$ cat config.mk
export PLATFORM = sky130hd
export DESIGN_NAME = pov_column_sequencer_flat
export DESIGN_NICKNAME = d
export VERILOG_FILES = /design/src/rtl/pov_column_sequencer_if.sv /design/src/rtl/pov_column_sequencer.sv /design/src/flat_wrapper.sv
export SDC_FILE = /design/constraint.sdc
export NUM_CORES = 1
export LEC_CHECK = 0
export BUFFER_PORTS_ARGS = -buffer_cell sky130_fd_sc_hd__buf_2
export CAP_MARGIN = 0
export CELL_PAD_IN_SITES_DETAIL_PLACEMENT = 0
export CELL_PAD_IN_SITES_GLOBAL_PLACEMENT = 2
export CORE_UTILIZATION = 39
export CTS_BUF_LIST = sky130_fd_sc_hd__clkbuf_8
export CTS_CLUSTER_DIAMETER = 30
export CTS_CLUSTER_SIZE = 30
export DETAILED_ROUTE_END_ITERATION = 7
export PLACE_DENSITY_LB_ADDON = 0.1
export SLEW_MARGIN = 20
export SYNTH_ARGS = -nofsm -noshare
export SYNTH_HDL_FRONTEND = slang
export SYNTH_SLANG_ARGS = --single-unit
$ cat constraint.sdc
create_clock -name clk -period 2.66 [get_ports clk]
set_input_delay 0.133 -clock clk [delete_from_list [all_inputs] [get_ports clk]]
set_output_delay 0.133 -clock clk [all_outputs]
set_load 0.02 [all_outputs]
$ cat src/rtl/pov_column_sequencer_if.sv
// Handshake bundle between the POV column sequencer, the 77-bit string
// shift register and the LED bar driver.
interface pov_column_sequencer_if #(
  parameter int COL_BITS = 7,
  parameter int CIDX_W   = 4
) ();

  logic                sync_i;
  logic                ser_i;
  logic                init_o;
  logic                shift_o;
  logic [COL_BITS-1:0] led_o;
  logic [CIDX_W-1:0]   col_idx_o;
  logic                busy_o;
  logic                frame_done_o;
  logic                overrun_o;

  // Sequencer side: consumes the index pulse and shifter MSB, drives the rest.
  modport master (
    input  sync_i,
    input  ser_i,
    output init_o,
    output shift_o,
    output led_o,
    output col_idx_o,
    output busy_o,
    output frame_done_o,
    output overrun_o
  );

  // Environment side: shifter, index sync and LED driver.
  modport slave (
    output sync_i,
    output ser_i,
    input  init_o,
    input  shift_o,
    input  led_o,
    input  col_idx_o,
    input  busy_o,
    input  frame_done_o,
    input  overrun_o
  );

endinterface

$ cat src/rtl/pov_column_sequencer.sv
// POV column sequencer: on each rotation index pulse, loads the string shift
// register once, then serially collects NUM_COLS columns of COL_BITS bits
// from its MSB and shows each column on the LED bar for HOLD_CYCLES clocks.
//
// state   | meaning
// --------+-----------------------------------------------------------
// IDLE    | waiting for sync_i; LEDs off, col_idx 0
// COLLECT | shifting one column in from ser_i, shift_o high each clock
// HOLD    | column displayed on led_o; hold counter running
module pov_column_sequencer #(
  parameter int COL_BITS    = 7,
  parameter int NUM_COLS    = 11,
  parameter int HOLD_CYCLES = 1000,
  parameter int CIDX_W      = 4
) (
  input logic                    clk,
  input logic                    rst,
  pov_column_sequencer_if.master bus
);

  localparam int BIT_W  = (COL_BITS > 1) ? $clog2(COL_BITS) : 1;
  localparam int HOLD_W = (HOLD_CYCLES > 1) ? $clog2(HOLD_CYCLES) : 1;

  typedef enum logic [1:0] {IDLE, COLLECT, HOLD} state_t;

  state_t              state, state_nxt;
  logic [BIT_W-1:0]    bit_cnt, bit_cnt_nxt;
  logic [HOLD_W-1:0]   hold_cnt, hold_cnt_nxt;
  logic [CIDX_W-1:0]   col_idx, col_idx_nxt;
  logic [COL_BITS-1:0] col_sr, col_sr_nxt;
  logic [COL_BITS-1:0] led, led_nxt;
  logic                init, init_nxt;
  logic                shift, shift_nxt;
  logic                busy, busy_nxt;
  logic                frame_done, frame_done_nxt;
  logic                overrun, overrun_nxt;

  logic [COL_BITS-1:0] captured;
  logic                last_bit, hold_end, last_col;

  // State and every output/counter register; async reset clears all of them.
  always_ff @(posedge clk or posedge rst) begin
    if (rst) begin
      state      <= IDLE;
      bit_cnt    <= '0;
      hold_cnt   <= '0;
      col_idx    <= '0;
      col_sr     <= '0;
      led        <= '0;
      init       <= 1'b0;
      shift      <= 1'b0;
      busy       <= 1'b0;
      frame_done <= 1'b0;
      overrun    <= 1'b0;
    end else begin
      state      <= state_nxt;
      bit_cnt    <= bit_cnt_nxt;
      hold_cnt   <= hold_cnt_nxt;
      col_idx    <= col_idx_nxt;
      col_sr     <= col_sr_nxt;
      led        <= led_nxt;
      init       <= init_nxt;
      shift      <= shift_nxt;
      busy       <= busy_nxt;
      frame_done <= frame_done_nxt;
      overrun    <= overrun_nxt;
    end
  end

  // Next-state and next-output logic; pulse outputs default low.
  always_comb begin
    state_nxt      = state;
    bit_cnt_nxt    = bit_cnt;
    hold_cnt_nxt   = hold_cnt;
    col_idx_nxt    = col_idx;
    col_sr_nxt     = col_sr;
    led_nxt        = led;
    init_nxt       = 1'b0;
    shift_nxt      = 1'b0;
    frame_done_nxt = 1'b0;
    overrun_nxt    = 1'b0;

    captured = {col_sr[COL_BITS-2:0], bus.ser_i};
    last_bit = (bit_cnt == BIT_W'(COL_BITS - 1));
    hold_end = (hold_cnt == HOLD_W'(HOLD_CYCLES - 1));
    last_col = (col_idx == CIDX_W'(NUM_COLS - 1));

    case (state)
      IDLE: begin
        led_nxt     = '0;
        col_idx_nxt = '0;
        if (bus.sync_i) begin
          init_nxt    = 1'b1;
          bit_cnt_nxt = '0;
          state_nxt   = COLLECT;
        end
      end

      COLLECT: begin
        col_sr_nxt = captured;
        // Stays high on the final capture so the next column's first bit
        // is already on ser_i when collection resumes.
        shift_nxt  = 1'b1;
        if (bus.sync_i) overrun_nxt = 1'b1;
        if (last_bit) begin
          led_nxt      = captured;
          hold_cnt_nxt = '0;
          state_nxt    = HOLD;
        end else begin
          bit_cnt_nxt = bit_cnt + 1'b1;
        end
      end

      HOLD: begin
        hold_cnt_nxt = hold_cnt + 1'b1;
        if (hold_end) begin
          led_nxt = '0;
          if (!last_col) begin
            col_idx_nxt = col_idx + 1'b1;
            bit_cnt_nxt = '0;
            state_nxt   = COLLECT;
            if (bus.sync_i) overrun_nxt = 1'b1;
          end else begin
            // A sync landing on the frame's final clock chains straight
            // into the next frame without being treated as an overrun.
            frame_done_nxt = 1'b1;
            col_idx_nxt    = '0;
            state_nxt      = IDLE;
            if (bus.sync_i) begin
              init_nxt    = 1'b1;
              bit_cnt_nxt = '0;
              state_nxt   = COLLECT;
            end
          end
        end else if (bus.sync_i) begin
          overrun_nxt = 1'b1;
        end
      end

      default: begin
        state_nxt = IDLE;
      end
    endcase

    busy_nxt = (state_nxt != IDLE);
  end

  assign bus.init_o       = init;
  assign bus.shift_o      = shift;
  assign bus.led_o        = led;
  assign bus.col_idx_o    = col_idx;
  assign bus.busy_o       = busy;
  assign bus.frame_done_o = frame_done;
  assign bus.overrun_o    = overrun;

endmodule

$ cat src/flat_wrapper.sv
// flat-port wrapper written by rule: the top's interface ports become plain ports
module pov_column_sequencer_flat 
#(
  parameter int COL_BITS    = 7,
  parameter int NUM_COLS    = 11,
  parameter int HOLD_CYCLES = 1000,
  parameter int CIDX_W      = 4
)
  (clk, rst, bus_sync_i, bus_ser_i, bus_init_o, bus_shift_o, bus_led_o, bus_col_idx_o, bus_busy_o, bus_frame_done_o, bus_overrun_o);
  pov_column_sequencer_if #(.COL_BITS(COL_BITS), .CIDX_W(CIDX_W)) bus_i ();
  input logic clk;
  input logic rst;
  input wire logic [$bits(bus_i.sync_i)-1:0] bus_sync_i;
  input wire logic [$bits(bus_i.ser_i)-1:0] bus_ser_i;
  output wire logic [$bits(bus_i.init_o)-1:0] bus_init_o;
  output wire logic [$bits(bus_i.shift_o)-1:0] bus_shift_o;
  output wire logic [$bits(bus_i.led_o)-1:0] bus_led_o;
  output wire logic [$bits(bus_i.col_idx_o)-1:0] bus_col_idx_o;
  output wire logic [$bits(bus_i.busy_o)-1:0] bus_busy_o;
  output wire logic [$bits(bus_i.frame_done_o)-1:0] bus_frame_done_o;
  output wire logic [$bits(bus_i.overrun_o)-1:0] bus_overrun_o;
  assign bus_i.sync_i = bus_sync_i;
  assign bus_i.ser_i = bus_ser_i;
  assign bus_init_o = bus_i.init_o;
  assign bus_shift_o = bus_i.shift_o;
  assign bus_led_o = bus_i.led_o;
  assign bus_col_idx_o = bus_i.col_idx_o;
  assign bus_busy_o = bus_i.busy_o;
  assign bus_frame_done_o = bus_i.frame_done_o;
  assign bus_overrun_o = bus_i.overrun_o;
  pov_column_sequencer #(.COL_BITS(COL_BITS), .NUM_COLS(NUM_COLS), .HOLD_CYCLES(HOLD_CYCLES), .CIDX_W(CIDX_W)) u_core (.clk(clk), .rst(rst), .bus(bus_i));
endmodule
==> results of run 1 <==
cells in the final DEF (no fill, tap or decap), drive strengths merged, types with 3 or more instances in the layout:
master | Yosys | routed
nand2 | 9 | 9
and3 | 4 | 4
nand4 | 3 | 3
clkbuf | 4 | 5
a21oi | 8 | 8
mux2 | 6 | 6
o21ai | 10 | 10
clkinv | 1 | 3
a21o | 7 | 7
xor2 | 3 | 3
buf | 2 | 21
ha | 9 | 9
or3 | 3 | 3
nor2 | 12 | 12
nand3 | 4 | 4
nand2b | 3 | 3
o21a | 3 | 3
inv | 9 | 9
dfrtp | 37 | 37
mux2i | 5 | 5
and2 | 7 | 7
or4 | 4 | 4
and3b | 3 | 3
path summary, 6_finish.rpt:
check / depth (start not counted) / start / endpoint / slack, ps
setup / recovery: 6 / u_core.state[0]$_DFF_PP0_ / u_core.bus.led_o[5]$_DFFE_PP0P_ / 270
hold / removal: 2 / bus_sync_i / u_core.bus.init_o$_DFF_PP0_ / 110
setup reg to reg: 6 / u_core.state[0]$_DFF_PP0_ / u_core.bus.led_o[5]$_DFFE_PP0P_ / 270
hold reg to reg: 1 / u_core.col_sr[1]$_DFFE_PP0P_ / u_core.col_sr[1]$_DFFE_PP0P_ / 480
max in group asynchronous: 4 / rst / u_core.bit_cnt[1]$_DFFE_PP0P_ / 1470
min in group asynchronous: 3 / rst / u_core.col_sr[0]$_DFFE_PP0P_ / 440
area by class of cell:
type	count	area [sq um]
Sequential cell	37	926
Clock inverter	3	17.5
Timing Repair Buffer	22	120
Clock buffer	5	68.8
Tap cell	54	67.6
Fill cell	476	2540
Multi-Input combinational cell	129	911
Inverter	10	37.5
cell families after synthesis:
group                    Yosys count  synth area share [%]
multiplexers                      11                  6.18
flip-flops                        37                  48.7
buffers and inverters             16                  3.42
XOR/XNOR                           5                  2.30
AND/OR/NAND/NOR                   60                  17.8
AO/OA/AOI/OAI                     44                  15.7
adder cells (fa/ha/maj)            9                  5.92
metrics by stage:
step	setup slack (ps)	instances
floorplan	659	182
global placement	346	251
detailed placement	247	251
CTS	208	260
global route	47.0	260
finish	267	260
report_power, final:
| part | total [W] | internal [W] | switching (W) |
|---|---|---|---|
| combinational | 0.000585 | 0.000243 | 0.000342 |
| clock | 0.000388 | 0.000181 | 0.000207 |
| sequential | 0.000741 | 0.000681 | 0.0000598 |
per-layer routing:
layer  part of all wire (%)  wire length [microns]  track usage, %  vias up
li1                       -                      -               -      699
met2                     49                   1970            27.8       15
met5                      0                      0               0        -
met4                    1.2                     48            5.23        0
met1                     47                   1920            23.4      698
met3                    2.6                    104            4.64        5
flip-flops by register name (all words and copies together), names as in the netlist:
name,cells
u_core.hold_cnt,10
u_core.bus.led_o,7
u_core.col_sr,6
u_core.bus.col_idx_o,4
u_core.bit_cnt,3
u_core.state,2
u_core.bus.busy_o,1
u_core.bus.frame_done_o,1
u_core.bus.init_o,1
u_core.bus.overrun_o,1
u_core.bus.shift_o,1
cell usage after synthesis (2+ instances only):
| cell | n |
|---|---|
| nand2b_1 | 3 |
| or3_1 | 3 |
| and2_1 | 7 |
| nand2_1 | 9 |
| nor3_1 | 2 |
| clkbuf_1 | 4 |
| and3b_1 | 3 |
| nand4_1 | 3 |
| o21a_1 | 3 |
| dfrtp_1 | 37 |
| and3_1 | 4 |
| mux2i_1 | 5 |
| a32o_1 | 2 |
| xor2_1 | 3 |
| nor2_1 | 12 |
| nand3_1 | 4 |
| o21ai_0 | 10 |
| inv_1 | 9 |
| o211ai_1 | 2 |
| a31oi_1 | 2 |
| a2111oi_0 | 2 |
| xnor2_1 | 2 |
| a21o_1 | 7 |
| a21oi_1 | 8 |
| o2111ai_1 | 2 |
| mux2_2 | 6 |
| or4_1 | 3 |
| ha_1 | 9 |
==> impl_metrics.yaml, run 1 <==
status:
  status: "complete, no violations"
routing:
  wirelength_microns: 4040
  wl_per_cell_microns: 15.5
  drt_iter0_markers: 48
  ant_nets: 0
  drc: 0
  dr.pass1.iters: 4
  num_vias: 1417
  avgViaCountPerCell: 5.45
yosys:
  synth.distinct_cells: 44
  synth_top_cell_area_share_pct: 48.7
  synth_edf_count: 0
  ys_warn_count: 0
  postSynthCellCount: 182
  synthTopCellsByArea: "dfrtp_1 49%, ha_1 5.9%, mux2_2 3.6%, a21o_1 2.8%, mux2i_1 2.6%"
  ys_ff_latch: 37
  synthArstFlopShare_pct: 100
  synth_top_area_cell: "dfrtp_1"
  ys_seq_area_share_pct: 48.7
  netlist_area_sq_um: 1900
  synth_nets: 195
  synthFlopType: "dfrtp_1"
  avgSynthCellArea_sq_um: 10.4
place:
  portBuffers: 19
  dp_hpwl_microns: 2870
  gp_congestion: 0.755
  dpl_cell_area_sq_um: 2050
cells_and_area:
  utilization_pct: 45.8
  nNetsFinal: 218
  diodes: 0
  syn_to_final_growth_pct: 13.0
  design_area_sq_um: 2150
  drive_gt1_share_pct: 18.0
pwr:
  p_leak_nw: 1.06
  total_power_w: 0.00171
  p_per_area_nw_per_um2: 798
  vdd_drop_max_uv: 234
global_route:
  grt_pass1_vias: 1355
  track_usage_pct: 17.5
  overflow: 0
  grt_pass1_wl_microns: 6840
  grt_max_degree: 23
  grt_antenna_before_repair: 0
setup_path:
  worstSetupPathType: "reg2reg"
  critical_path_buf_inv_count: 2
  cp_data_required_time_ps: 2830
  cp_max_fo: 14
  critPathTopFamily: "adder cells"
  crit_slowest_cell: "ha_1"
  path_common_cell: "inv_1"
  path_cells: "inv_1 > ha_1 > inv_1 > a31oi_1 > or3_1 > mux2_2"
  startpoint_type: "register"
  max_stage_delay_ps: 460
  arrival_ps: 2560
  endpoint_kind: "register"
cts:
  postCtsSetupBuffers: 0
  root_buffer: "clkbuf_8"
  cts_resized: 0
  hold_buffers: 1
  clockBufferDepth: 2
  ctsHtreeMaxLevel: 2
  clock-sinks: 37
  cts_tree: "yes"
  clk_pin_slew_ps: 80
  clock_latency_ps: 290
  cts_buffers: 5
sta:
  fin_skew_ps: 10.8
  max_freq_ghz: 0.418
  slew_headroom_pct: 60.7
  setup_tns_ps: 0
  drv_slew: 0
  post-route-period-util_pct: 90.0
  whs_ps: 105
  worst_pin_slew_ps: 589
  setup_viol: 0
  period_minus_slack_ps: 2390
  rsz0062_at_grt: "no"
  hold_violations: 0
die:
  rows: 25
  io_pins: 20
  die_area_sq_um: 5160
  start_util_pct: 40.5
  core_sq_um: 4690
  chipHeight_microns: 71.8
  dieWidth_microns: 71.8
worst_hold_path:
  hold_class: "in2reg"
run:
  drv_cap: 0
(Power assumes the default switching activity.)
==> run 2: changes to the inputs <==
- ABC_AREA: unset -> 1
- CORE_UTILIZATION: 39 -> 37
==> impl_metrics.yaml, run 2 <==
setup_path:
  max_stage_delay_ps: 560
  path_cells: "inv_1 > ha_1 > nand2_4 > o21ai_4 > inv_2 > nand2_1 > nor2_2 > nand2_1 > nand2_1 > nor2_1"
  startpoint: "u_core.state[1]$_DFF_PP0_"
  crit_slowest_cell: "ha_1"
  reg2reg_setup_slack_ps: 770
  reg2reg_to: "u_core.hold_cnt[9]$_DFFE_PP0P_"
  rr_worst_depth: 10
  worstSetupPathType: "reg2reg"
  arrival_ps: 2110
  crit_end: "u_core.hold_cnt[9]$_DFFE_PP0P_"
  endpoint_kind: "register"
  cp_max_fo: 14
  path_common_cell: "nand2_1"
  cp_data_required_time_ps: 2880
  startpoint_type: "register"
  rr_startpoint: "u_core.state[1]$_DFF_PP0_"
sta:
  max_freq_ghz: 0.530
  hold_violations: 0
  setup_viol: 0
  post-route-period-util_pct: 70.9
  worst_pin_slew_ps: 631
  fin_skew_ps: 4.57
  drv_slew: 0
  period_minus_slack_ps: 1890
  setup_tns_ps: 0
  slew_headroom_pct: 57.9
  rsz0062_at_grt: "no"
die:
  core_sq_um: 5110
  die_area_sq_um: 5590
  start_util_pct: 38.3
  io_pins: 20
  rows: 26
  dieWidth_microns: 74.7
  chipHeight_microns: 74.7
global_route:
  track_usage_pct: 16.0
  grt_pass1_wl_microns: 6600
  overflow: 0
  grt_max_degree: 31
  grt_pass1_vias: 1423
  grt_antenna_before_repair: 0
place:
  portBuffers: 19
  dp.cells: 321
  dp_hpwl_microns: 2780
  gp_congestion: 0.760
pwr:
  swShare_pct: 40.5
  pwr-share-seq_pct: 42.0
  total_power_w: 0.00184
  p_leak_nw: 1.16
  p_per_area_nw_per_um2: 828
  p_clk_share_pct: 21.0
  switchingPower_w: 0.000745
  combPwrFrac_pct: 37.0
  internal-power_w: 0.00109
  vdd_drop_max_uv: 392
cells_and_area:
  utilization_pct: 43.4
  nNetsFinal: 272
  layout_commonest_cell: "nand2_1"
  multiInputGateArea_sq_um: 912
  diodes: 0
  largest_reg_flops: 10
  regArea_sq_um: 926
  layout_common_cells: "82 x nand2_1, 37 x dfrtp_1, 19 x buf_2"
  drive_gt1_share_pct: 22.3
  fill_cells: 528
  syn_to_final_growth_pct: 13.3
  stdcell_count: 330
  largest-register: "u_core.hold_cnt"
yosys:
  synth_common_cells: "82 x nand2_1, 37 x dfrtp_1, 17 x inv_1, 16 x nor2_1, 15 x nand3_1"
  synthFlopType: "dfrtp_1"
  synth_nets: 247
  synth.distinct_cells: 27
  synth_top_area_cell: "dfrtp_1"
  ys_seq_area_share_pct: 47.3
  netlist_area_sq_um: 1960
  synthArstFlopShare_pct: 100
  synth_top_cell_area_share_pct: 47.3
  synth_edf_count: 0
  avgSynthCellArea_sq_um: 8.37
  postSynthCellCount: 234
  synthTopCellsByArea: "dfrtp_1 47%, nand2_1 16%, ha_1 5.8%, nand3_1 3.8%, o21ai_2 3.6%"
  ys_warn_count: 0
  ys_ff_latch: 37
  synth_most_common_cell: "nand2_1"
cts:
  cts_tree: "yes"
  ctsHtreeMaxLevel: 2
  clock_latency_ps: 290
  clk_pin_slew_ps: 80
  clockBufferDepth: 2
  cts_resized: 0
  hold_buffers: 1
  clock-sinks: 37
  postCtsSetupBuffers: 0
  cts_buffers: 5
  root_buffer: "clkbuf_8"
routing:
  dr.pass1.iters: 4
  wl_per_cell_microns: 11.4
  drt_iter0_markers: 65
  avgViaCountPerCell: 4.48
  drc: 0
  ant_nets: 0
  wirelength_microns: 3770
  num_vias: 1479
run:
  drv_cap: 0
status:
  status: "complete, no violations"
worst_hold_path:
  hold_start: "bus_ser_i"
  hold_class: "in2reg"
## run 2: metal layers
metal	vias up	part of all wire, %	track usage (%)
met5	-	0	0
met4	0	1.8	7.76
met3	7	2.5	3.61
met2	13	45	23.3
met1	670	51	22.4
li1	789	-	-
## run 2: power by group through the flow
stage / Combinational, W / Clock [W] / Sequential, W
6_report: 0.000680 / 0.000385 / 0.000771
5_1_grt: 0.000775 / 0.000430 / 0.000788
4_1_cts: 0.000697 / 0.000410 / 0.000771
3_5_place_dp: 0.000694 / 0 / 0.000781
3_3_place_gp: 0.000699 / 0 / 0.000782
2_1_floorplan: 0.000476 / 0 / 0.000853
## run 2: area by class of cell
type / instances / area share [%]
Clock inverter: 3 / 0.790
Multi-Input combinational cell: 169 / 41.1
Tap cell: 70 / 3.95
Sequential cell: 37 / 41.7
Clock buffer: 5 / 3.10
Inverter: 25 / 4.23
Timing Repair Buffer: 21 / 5.08
## run 2: cells by family after synthesis
group / count (synthesis) / synth area share [%]
compound gates: 29 / 9.58
xor+xnor: 2 / 0.895
fa+ha+maj: 9 / 5.75
buf+inv: 28 / 6.13
flops: 37 / 47.3
simple gates: 129 / 30.4
## run 2: how the worst min path moves through the flow
| stage | cells after the start | end | slack [ps] |
|---|---|---|---|
| 2_1_floorplan | 2 | u_core.bus.overrun_o$_DFF_PP0_ | 250 |
| 3_3_place_gp | 2 | u_core.bus.led_o[5]$_DFFE_PP0P_ | 90 |
| 3_5_place_dp | 2 | u_core.bus.led_o[5]$_DFFE_PP0P_ | 80 |
| 4_1_cts | 3 | u_core.col_sr[0]$_DFFE_PP0P_ | 80 |
| 5_1_grt | 3 | u_core.col_sr[0]$_DFFE_PP0P_ | 90 |
| 6_report | 3 | u_core.col_sr[0]$_DFFE_PP0P_ | 90 |
## run 2: worst max-delay path: cells and delay by family (launching register included)
family	cells	cell delay, ps
AO/OA/AOI/OAI	1	160
adder cells (fa/ha/maj)	1	560
buffers and inverters	2	190
flip-flops	1	450
AND/OR/NAND/NOR	6	470
## run 2: metrics by stage
| step | hold slack (ps) | instance area [sq um] | setup slack [ps] |
|---|---|---|---|
| after floorplan | 252 | 1960 | 1180 |
| after global placement | 86.0 | 2120 | 835 |
| after detailed placement | 79.5 | 2120 | 782 |
| after CTS | 77.5 | 2220 | 759 |
| after global routing | 87.5 | 2220 | 607 |
| final | 88.7 | 2220 | 775 |
==> run 3: changes to the inputs <==
- clock period: 2.66 -> 1.8 ns (I/O delays scaled with it)
==> impl_metrics.yaml, run 3 (synthesized netlist as in run 2, its figures left out) <==
sta:
  drv_slew: 0
  post-route-period-util_pct: 88.5
  worst_pin_slew_ps: 487
  rsz0062_at_grt: "no"
  setup_viol: 0
  whs_ps: 47.0
  worst_slack_ps: 206
  setup_tns_ps: 0
  max_freq_ghz: 0.628
  hold_violations: 0
  period_minus_slack_ps: 1590
  fin_skew_ps: 10.4
  slew_headroom_pct: 67.6
cts:
  cts_tree: "yes"
  clockBufferDepth: 2
  postCtsSetupBuffers: 0
  clock_latency_ps: 290
  root_buffer: "clkbuf_8"
  ctsHtreeMaxLevel: 2
  clk_pin_slew_ps: 80
  cts_buffers: 5
  clock-sinks: 37
pwr:
  p_clk_share_pct: 28.5
  combPwrFrac_pct: 34.2
  total_power_w: 0.00306
  vdd_drop_max_uv: 572
  switchingPower_w: 0.00113
  internal-power_w: 0.00193
  swShare_pct: 36.9
  p_leak_nw: 1.21
  pwr-share-seq_pct: 37.3
  p_per_area_nw_per_um2: 1320
routing:
  ant_nets: 0
  drc: 0
  drt_iter0_markers: 73
  wirelength_microns: 3900
  avgViaCountPerCell: 4.42
  dr.pass1.iters: 6
  num_vias: 1481
  wl_per_cell_microns: 11.7
place:
  portBuffers: 19
  dp_slack_ps: 201
  dp_hpwl_microns: 2860
  gp_congestion: 0.803
  dp.cells: 326
die:
  chipHeight_microns: 74.7
  rows: 26
  dieWidth_microns: 74.7
  core_sq_um: 5110
  die_area_sq_um: 5590
  io_pins: 20
  start_util_pct: 38.3
cells_and_area:
  layout_common_cells: "82 x nand2_1, 37 x dfrtp_1, 19 x buf_2"
  largest_reg_flops: 10
  drive_gt1_share_pct: 24.2
  nNetsFinal: 277
  diodes: 0
  syn_to_final_growth_pct: 18.0
  layout_commonest_cell: "nand2_1"
  stdcell_count: 335
  largest-register: "u_core.hold_cnt"
setup_path:
  worstSetupPathType: "reg2reg"
  startpoint_type: "register"
  endpoint_kind: "register"
  arrival_ps: 1780
  reg2reg_setup_slack_ps: 210
  cp_data_required_time_ps: 1980
  cp_max_fo: 9
global_route:
  grt_pass1_wl_microns: 6640
  grt_antenna_before_repair: 0
  grt_max_degree: 38
  overflow: 0
  track_usage_pct: 15.9
  grt_pass1_vias: 1408
run:
  drv_cap: 0
worst_hold_path:
  hold_class: "in2reg"
status:
  status: "complete, no violations"
run 3: final timing paths:
path,startpoint,end,cells past startpoint
min in group asynchronous,rst,u_core.hold_cnt[6]$_DFFE_PP0P_,4
worst max register to register,u_core.state[0]$_DFF_PP0_,u_core.bit_cnt[1]$_DFFE_PP0P_,8
max in group asynchronous,rst,u_core.bus.init_o$_DFF_PP0_,4
worst min register to register,u_core.col_sr[2]$_DFFE_PP0P_,u_core.col_sr[2]$_DFFE_PP0P_,2
worst max-delay path,u_core.state[0]$_DFF_PP0_,u_core.bit_cnt[1]$_DFFE_PP0P_,8
worst min-delay path,bus_sync_i,u_core.bus.overrun_o$_DFF_PP0_,3
run 3: stage by stage:
stage	instance area, sq um	util [%]
floorplan	1960	-
global placement	2160	42.3
detailed placement	2160	42.3
CTS	2310	45.2
global route	2310	45.2
finish	2310	45.2
run 3: worst max-delay path, stage by stage (launching register included):
cell	delay, ps
dfrtp_1	420
inv_1	130
ha_1	260
buf_4	210
nand2_4	90
nand3_1	190
inv_2	70
nand2_1	70
nand2_1	40
run 3: power groups by stage:
stage	clock network (W)	registers [W]	logic (W)
3_5_place_dp	0	0.00116	0.00106
2_1_floorplan	0	0.00126	0.000703
6_report	0.000871	0.00114	0.00104
5_1_grt	0.000945	0.00117	0.00120
3_3_place_gp	0	0.00116	0.00105
4_1_cts	0.000912	0.00114	0.00106
run 3: final cells by class:
cell class              instances  area [sq um]
inverters                      25          93.8
clock buffers                   5          68.8
fillers                       545          2800
repair buffers                 26           150
multi-input cells             169           915
well taps                      70          87.6
clock inverters                 3          68.8
flip-flops and latches         37           926
run 3: timing repair:
action,CTS,global route
hold buffers,1,0
hold endpoints to repair,37,0
endpoints found under the setup margin,0,1
gates resized for setup,0,1
run 3: per-layer routing:
| layer | vias up | GRT usage [%] | share of wire [%] |
|---|---|---|---|
| met5 | - | 0 | 0 |
| met4 | 0 | 6.29 | 1.4 |
| met3 | 4 | 3.61 | 2.7 |
| met2 | 16 | 24.1 | 43 |
| met1 | 662 | 22.1 | 53 |
| li1 | 799 | - | - |
